[src/rtl/sum_pipe_addsub_if.sv]
// Valid/ready operand and result bundle for the pipelined add/sub unit.
// The master drives operands and consumes results; the slave is the adder.
interface sum_pipe_addsub_if #(
  parameter int WIDTH = 16
);
  logic             in_valid;
  logic             in_ready;
  logic [WIDTH-1:0] a;
  logic [WIDTH-1:0] b;
  logic             cin;
  logic [1:0]       op;
  logic             out_valid;
  logic             out_ready;
  logic [WIDTH-1:0] sum;
  logic             cout;
  logic             ovf;
  logic             zero;

  modport master (
    output in_valid, a, b, cin, op, out_ready,
    input  in_ready, out_valid, sum, cout, ovf, zero
  );

  modport slave (
    input  in_valid, a, b, cin, op, out_ready,
    output in_ready, out_valid, sum, cout, ovf, zero
  );
endinterface

[src/rtl/sum_pipe_addsub.sv]
// Pipelined add / increment-add / subtract / subtract-with-borrow.
// The carry chain is cut into CHUNK-bit segments, one register stage each.
module sum_pipe_addsub #(
  parameter int WIDTH = 16,
  parameter int CHUNK = 4
) (
  input logic              clk,
  input logic              rst,
  sum_pipe_addsub_if.slave bus
);
  localparam int STAGES = WIDTH / CHUNK;
  localparam int LAST   = STAGES - 1;

  function automatic logic [CHUNK:0] add_chunk(
    input logic [CHUNK-1:0] x,
    input logic [CHUNK-1:0] y,
    input logic             c
  );
    return {1'b0, x} + {1'b0, y} + {{CHUNK{1'b0}}, c};
  endfunction

  function automatic logic [WIDTH-1:0] put_chunk(
    input logic [WIDTH-1:0] s,
    input int               idx,
    input logic [CHUNK-1:0] c
  );
    logic [WIDTH-1:0] r;
    r = s;
    r[idx*CHUNK +: CHUNK] = c;
    return r;
  endfunction

  logic             w_en;
  logic [WIDTH-1:0] w_b_eff;
  logic             w_cin_eff;

  logic [WIDTH-1:0] r_a_p0;
  logic [WIDTH-1:0] r_b_p0;
  logic             r_c_p0;
  logic             r_vld_p0;

  logic [WIDTH-1:0] r_a_pn   [STAGES];
  logic [WIDTH-1:0] r_b_pn   [STAGES];
  logic [WIDTH-1:0] r_sum_pn [STAGES];
  logic             r_cy_pn  [STAGES];
  logic             r_vld_pn [STAGES];
  logic             r_cmsb;

  logic [WIDTH-1:0] w_a_src [STAGES];
  logic [WIDTH-1:0] w_b_src [STAGES];
  logic [WIDTH-1:0] w_s_src [STAGES];
  logic             w_c_src [STAGES];
  logic             w_v_src [STAGES];
  logic [CHUNK:0]   w_add   [STAGES];
  logic [WIDTH-1:0] w_s_nxt [STAGES];
  logic             w_cmsb;

  // One enable for the whole pipe: it only stalls when the result is blocked.
  assign w_en         = ~r_vld_pn[LAST] | bus.out_ready;
  assign bus.in_ready = w_en;

  assign w_b_eff   = bus.op[1] ? ~bus.b : bus.b;
  assign w_cin_eff = (bus.op == 2'b01 || bus.op == 2'b10) ? 1'b1 : bus.cin;

  // ---- acceptance register: conditioned operands ----
  always_ff @(posedge clk or posedge rst) begin
    if (rst) begin
      r_a_p0   <= '0;
      r_b_p0   <= '0;
      r_c_p0   <= 1'b0;
      r_vld_p0 <= 1'b0;
    end else if (w_en) begin
      r_a_p0   <= bus.a;
      r_b_p0   <= w_b_eff;
      r_c_p0   <= w_cin_eff;
      r_vld_p0 <= bus.in_valid;
    end
  end

  assign w_a_src[0] = r_a_p0;
  assign w_b_src[0] = r_b_p0;
  assign w_s_src[0] = '0;
  assign w_c_src[0] = r_c_p0;
  assign w_v_src[0] = r_vld_p0;

  for (genvar k = 1; k < STAGES; k++) begin : g_link
    assign w_a_src[k] = r_a_pn[k-1];
    assign w_b_src[k] = r_b_pn[k-1];
    assign w_s_src[k] = r_sum_pn[k-1];
    assign w_c_src[k] = r_cy_pn[k-1];
    assign w_v_src[k] = r_vld_pn[k-1];
  end

  for (genvar k = 0; k < STAGES; k++) begin : g_add
    assign w_add[k]   = add_chunk(w_a_src[k][k*CHUNK +: CHUNK],
                                  w_b_src[k][k*CHUNK +: CHUNK],
                                  w_c_src[k]);
    assign w_s_nxt[k] = put_chunk(w_s_src[k], k, w_add[k][CHUNK-1:0]);
  end

  // Carry into the MSB recovered from the MSB sum bit and its two addend bits.
  assign w_cmsb = w_add[LAST][CHUNK-1] ^ w_a_src[LAST][WIDTH-1] ^ w_b_src[LAST][WIDTH-1];

  // ---- chunk stages: stage k registers its partial sum and carry ----
  always_ff @(posedge clk or posedge rst) begin
    if (rst) begin
      for (int k = 0; k < STAGES; k++) begin
        r_a_pn[k]   <= '0;
        r_b_pn[k]   <= '0;
        r_sum_pn[k] <= '0;
        r_cy_pn[k]  <= 1'b0;
        r_vld_pn[k] <= 1'b0;
      end
      r_cmsb <= 1'b0;
    end else if (w_en) begin
      for (int k = 0; k < STAGES; k++) begin
        r_a_pn[k]   <= w_a_src[k];
        r_b_pn[k]   <= w_b_src[k];
        r_sum_pn[k] <= w_s_nxt[k];
        r_cy_pn[k]  <= w_add[k][CHUNK];
        r_vld_pn[k] <= w_v_src[k];
      end
      r_cmsb <= w_cmsb;
    end
  end

  // ---- output: last stage register drives the result bus ----
  assign bus.out_valid = r_vld_pn[LAST];
  assign bus.sum       = r_sum_pn[LAST];
  assign bus.cout      = r_cy_pn[LAST];
  assign bus.ovf       = r_cmsb ^ r_cy_pn[LAST];
  // Qualified by valid so the cleared output register does not report zero.
  assign bus.zero      = r_vld_pn[LAST] & (r_sum_pn[LAST] == '0);
endmodule

[src/flat_wrapper.sv]
// flat-port wrapper written by rule: the top's interface ports become plain ports
module sum_pipe_addsub_flat 
#(
  parameter int WIDTH = 16,
  parameter int CHUNK = 4
)
  (clk, rst, bus_in_valid, bus_a, bus_b, bus_cin, bus_op, bus_out_ready, bus_in_ready, bus_out_valid, bus_sum, bus_cout, bus_ovf, bus_zero);
  sum_pipe_addsub_if #(.WIDTH(WIDTH)) bus_i ();
  input logic clk;
  input logic rst;
  input wire logic [$bits(bus_i.in_valid)-1:0] bus_in_valid;
  input wire logic [$bits(bus_i.a)-1:0] bus_a;
  input wire logic [$bits(bus_i.b)-1:0] bus_b;
  input wire logic [$bits(bus_i.cin)-1:0] bus_cin;
  input wire logic [$bits(bus_i.op)-1:0] bus_op;
  input wire logic [$bits(bus_i.out_ready)-1:0] bus_out_ready;
  output wire logic [$bits(bus_i.in_ready)-1:0] bus_in_ready;
  output wire logic [$bits(bus_i.out_valid)-1:0] bus_out_valid;
  output wire logic [$bits(bus_i.sum)-1:0] bus_sum;
  output wire logic [$bits(bus_i.cout)-1:0] bus_cout;
  output wire logic [$bits(bus_i.ovf)-1:0] bus_ovf;
  output wire logic [$bits(bus_i.zero)-1:0] bus_zero;
  assign bus_i.in_valid = bus_in_valid;
  assign bus_i.a = bus_a;
  assign bus_i.b = bus_b;
  assign bus_i.cin = bus_cin;
  assign bus_i.op = bus_op;
  assign bus_i.out_ready = bus_out_ready;
  assign bus_in_ready = bus_i.in_ready;
  assign bus_out_valid = bus_i.out_valid;
  assign bus_sum = bus_i.sum;
  assign bus_cout = bus_i.cout;
  assign bus_ovf = bus_i.ovf;
  assign bus_zero = bus_i.zero;
  sum_pipe_addsub #(.WIDTH(WIDTH), .CHUNK(CHUNK)) u_core (.clk(clk), .rst(rst), .bus(bus_i));
endmodule
[config.mk]
export PLATFORM = sky130hd
export DESIGN_NAME = sum_pipe_addsub_flat
export DESIGN_NICKNAME = d
export VERILOG_FILES = /design/src/rtl/sum_pipe_addsub_if.sv /design/src/rtl/sum_pipe_addsub.sv /design/src/flat_wrapper.sv
export SDC_FILE = /design/constraint.sdc
export NUM_CORES = 1
export LEC_CHECK = 0
export CAP_MARGIN = 20
export CORE_MARGIN = 2
export CORE_UTILIZATION = 50
export DETAILED_ROUTE_END_ITERATION = 12
export PLACE_DENSITY = 0.72
export SLEW_MARGIN = 20
export SYNTH_ARGS = -nofsm -noshare
export SYNTH_HDL_FRONTEND = slang
export SYNTH_SLANG_ARGS = --single-unit
[constraint.sdc]
create_clock -name clk -period 8.55 [get_ports clk]
set_input_delay 2.565 -clock clk [delete_from_list [all_inputs] [get_ports clk]]
set_output_delay 2.565 -clock clk [all_outputs]
set_load 0.03 [all_outputs]
* Word level (Yosys, flattened, before mapping)
Cells that the tools add are included.
Widths: inputs -> output; s select.
** Cells by class
- Add/sub/neg operators :: 8
- Equality and inequality tests :: 2
- Multiplexer cells :: 2
- Bitwise operators :: 7
- Reduce and logical (&&, ||, !) cells :: 2
** Operator list (count)
- $add 4x4->5 :: 4
- $add 5x1->5 :: 4
- $logic_not 16->1 :: 1
- $mux 16 :: 1
- $not 16->16 :: 1
- $xor 1x1->1 :: 3
- $eq 2x1->1 const B :: 1
- $eq 2x2->1 const B :: 1
- $and 1x1->1 :: 1
- $logic_or 1x1->1 :: 1
- $mux 1 :: 1
- $not 1->1 :: 1
- $or 1x1->1 :: 1
** Word-level totals
- Flip-flop bits (word level) :: 179
- Input bits :: 39
- Output and inout port bits :: 21
- Word-level logic and storage cells :: 44

* Logic depth before layout (Yosys ltp)
- Word-level depth :: 4
- Gate-level depth with buffers :: 6
- Gate-level depth less buffers :: 6

* Least setup slack after synthesis
OpenSTA, ideal clock, no wires.
- Kind :: in2out
- Start :: input port bus_out_ready
- End :: output port bus_in_ready
- Arrival :: 3.073 ns
- Path slack :: 2.912 ns
- Stages :: 4
- Buffers on the path :: 2
- Cells stage by stage :: nor2b_2 inv_2 buf_2 buf_2
** On the way
- Word-level cells in the longest chain between the ends :: 1
** Ends and longest elaborated chain
- start, declared :: RTL line flat_wrapper.sv:16 : input wire logic [$bits(bus_i.out_ready)-1:0] bus_out_ready;
- $or 1x1->1 :: RTL line sum_pipe_addsub.sv:59 : assign w_en = ~r_vld_pn[LAST] | bus.out_ready;
- end, declared :: RTL line flat_wrapper.sv:17 : output wire logic [$bits(bus_i.in_ready)-1:0] bus_in_ready;
Every way passes these cells.

* Final worst setup path
Ends and elaborated chain as after synthesis.

==> run metrics <==
hold depth 2; CP endpoint kind primary output; H-tree Lvls 4; antenna viol nets, final 0; placed insts 779; fin cells 811; fin crit period roughly 6800 ps; Hold Slack 462 ps; gr ovfl total 0; Final setup viols 0; CTS sink count about 130; crit share post-route 79.4%; Distinct cells, synth 31; Final TNS setup 0 ps; Finished Cell Area ~0.0069 sq mm; drc violations 0; CTS tree built; PwrDens 402 mW/mm^2; post-layout util between 60% and 70%; Worst slew margin 32.3%; worst stage delay on the critical path 710 ps; pre-CTS WS 1760 ps; Total Power approximately 2.8 mW; EDFF count, synth 0; routed len/inst around 12 microns; status complete, no violations; die area 0.0124 sq mm; via count 3959; initial antenna violation count 0; P&R area growth vs syn 19.8%; Worst path depth 4; largest net degree at the start of global routing 99; Worst-Margin Slew 1010 ps; Resize count post-CTS 0; Placer Congestion 0.788; CP Class input port to primary output; DRT Pass-1 Iters 4; FF-to-FF path depth 5; Num CTS Buffers 17; clk buf depth 2; RSZ-0062 raised after global routing false; Startpoint Class input port; CP delay by family, top buffers and inverters; Cells after Synth 620; total of max-cap violations 0; Leak 3.43 nW; Total GRT Usage 17.4%; Yosys Warn Count 0; CP max-delay cell clkdlybuf4s50_1; post-DP HPWL 6300 microns; Initial DRC Count 179; first-pass GRT wire length ~18000 microns; Main synth FF type dfrtp_1; Peak supply drop approximately 0.23 mV; Hold Crit Class flop to flop; number of global-route vias before repair 3863; # diodes 0; Setup Fix Bufs, Post-CTS 0; Post-DP Area 0.00628 sq mm; Final Max Slew Viols 0; endpoints failing hold 0; die width 111 microns; crit path buf inv count 3; synthesis-stage register bit count 131; FFs w/ async S/R, synth 100%; critical-path cell list clkdlybuf4s50_1 > nor2b_4 > clkinv_2 > clkdlybuf4s50_1; io pins 60; syn_nets 679; register area share after synthesis a little under three fifths; final setup margin 1760 ps; Mean Syn Cell Area 9.29 sq um; most frequent CP cell clkdlybuf4s50_1; port bufs 59; DR vias/cell between 4 and 5; Die Span Y 111 microns; fmax 147 MHz; Worst-path clk slew 50 ps; Critical Path RT 5990 ps; Hold Buf Count CTS 0; Site Rows 39; final wirelength approximately 10000 microns; Core Box Area 0.0113 sq mm; worst-path fanout max 32; clock root buffer clkbuf_16; clock skew 5.42 ps; synthesized area 0.00576 sq mm; worst skew pair latency roughly 410 ps; layout cells sized above 1 6.59%; Initial Util 50.9%; Nets 714; worst path arrival time ~4200 ps
==> power breakdown <==
part           total [mW]  switching, mW  internal, mW
Sequential           1.08          0.175         0.901
Combinational       0.956          0.543         0.414
Clock               0.744          0.250         0.495
Total                2.78          0.967          1.81
==> worst reg2reg max path, cell delays in order (launching register included) <==
cell and delay (ps):
dfrtp_1 390, nor2b_4 140, clkinv_2 290, buf_4 800
nand2_1 180, o221a_2 260
==> cells in the mapped netlist (3+ instances only) <==
cell      instances  area [sq um]
nor2b_1           3          18.8
buf_2            13          65.1
inv_1            11          41.3
xor2_1            5          43.8
o21ai_0          22           110
a21o_1            4          30.0
buf_4            26           195
xnor2_1          16           140
clkbuf_1          8          30.0
a2111o_1          3          33.8
dfrtp_1         131          3280
o21ai_1           6          30.0
nor4_1            3          18.8
fa_1              8           160
o221a_2           3          33.8
ha_1             12           150
nand2_1         306          1150
a21oi_1          15          75.1
nor2_1           13          48.8
==> layout by cell type, fill, tap and decap left out, types with 4 or more instances in the layout <==
master / instances
inv_1: 10
ha_1: 12
dfrtp_1: 131
nor2_1: 13
o21ai_1: 6
clkbuf_16: 17
o21ai_0: 22
clkinv_2: 5
clkbuf_8: 5
a21o_1: 4
fa_1: 8
buf_4: 4
a21oi_1: 15
nand2_1: 306
xnor2_1: 16
clkdlybuf4s50_1: 59
xor2_1: 5
==> state kept, by name, summed over array words and instances, names as in the netlist, 3 cells and up <==
signal	cells
u_core.r_sum_pn	24
u_core.r_cy_pn	3
u_core.r_a_pn	24
u_core.r_b_pn	24
u_core.r_vld_pn	3
u_core.bus.sum	16
u_core.r_a_p0	16
u_core.r_b_p0	16
==> kinds of logic (layout without fill, tap and decap cells) <==
| family | after synthesis | after routing | synth area share [%] |
|---|---|---|---|
| simple gates | 332 | 332 | 22.4 |
| flops | 131 | 131 | 56.9 |
| buf+inv | 59 | 107 | 5.82 |
| compound gates | 56 | 56 | 5.91 |
| xor+xnor | 22 | 22 | 3.58 |
| fa+ha+maj | 20 | 20 | 5.39 |
==> path summary, 6_finish.rpt <==
kind | end | slack (ps) | startpoint
worst max-delay path | bus_in_ready | 1760 | bus_out_ready
worst min-delay path | u_core.r_vld_pn[3]$_DFFE_PP0P_ | 460 | u_core.r_vld_pn[3]$_DFFE_PP0P_
worst max register to register | u_core.r_sum_pn[27]$_DFFE_PP0P_ | 6370 | u_core.bus.out_valid$_DFFE_PP0P_
worst min register to register | u_core.r_vld_pn[3]$_DFFE_PP0P_ | 460 | u_core.r_vld_pn[3]$_DFFE_PP0P_
max in group asynchronous | u_core.r_b_pn[61]$_DFFE_PP0P_ | 4810 | rst
min in group asynchronous | u_core.r_sum_pn[17]$_DFFE_PP0P_ | 2670 | rst
==> final cells by class <==
cell class	instances	area, sq um
Fill cell	994	4420
Sequential cell	131	3280
Multi-Input combinational cell	430	2150
Timing Repair Buffer	63	621
Clock buffer	23	498
Tap cell	143	179
Clock inverter	9	125
Inverter	12	51.3
==> routing by layer <==
metal | wire length (microns) | track usage, % | up-vias
li1 | - | - | 2007
met1 | 4790 | 22.5 | 1867
met2 | 4660 | 28.1 | 73
met3 | 409 | 5.28 | 12
met4 | 161 | 6.42 | 0
met5 | 0 | 0 | -
Power figures use the tool's default switching activity.
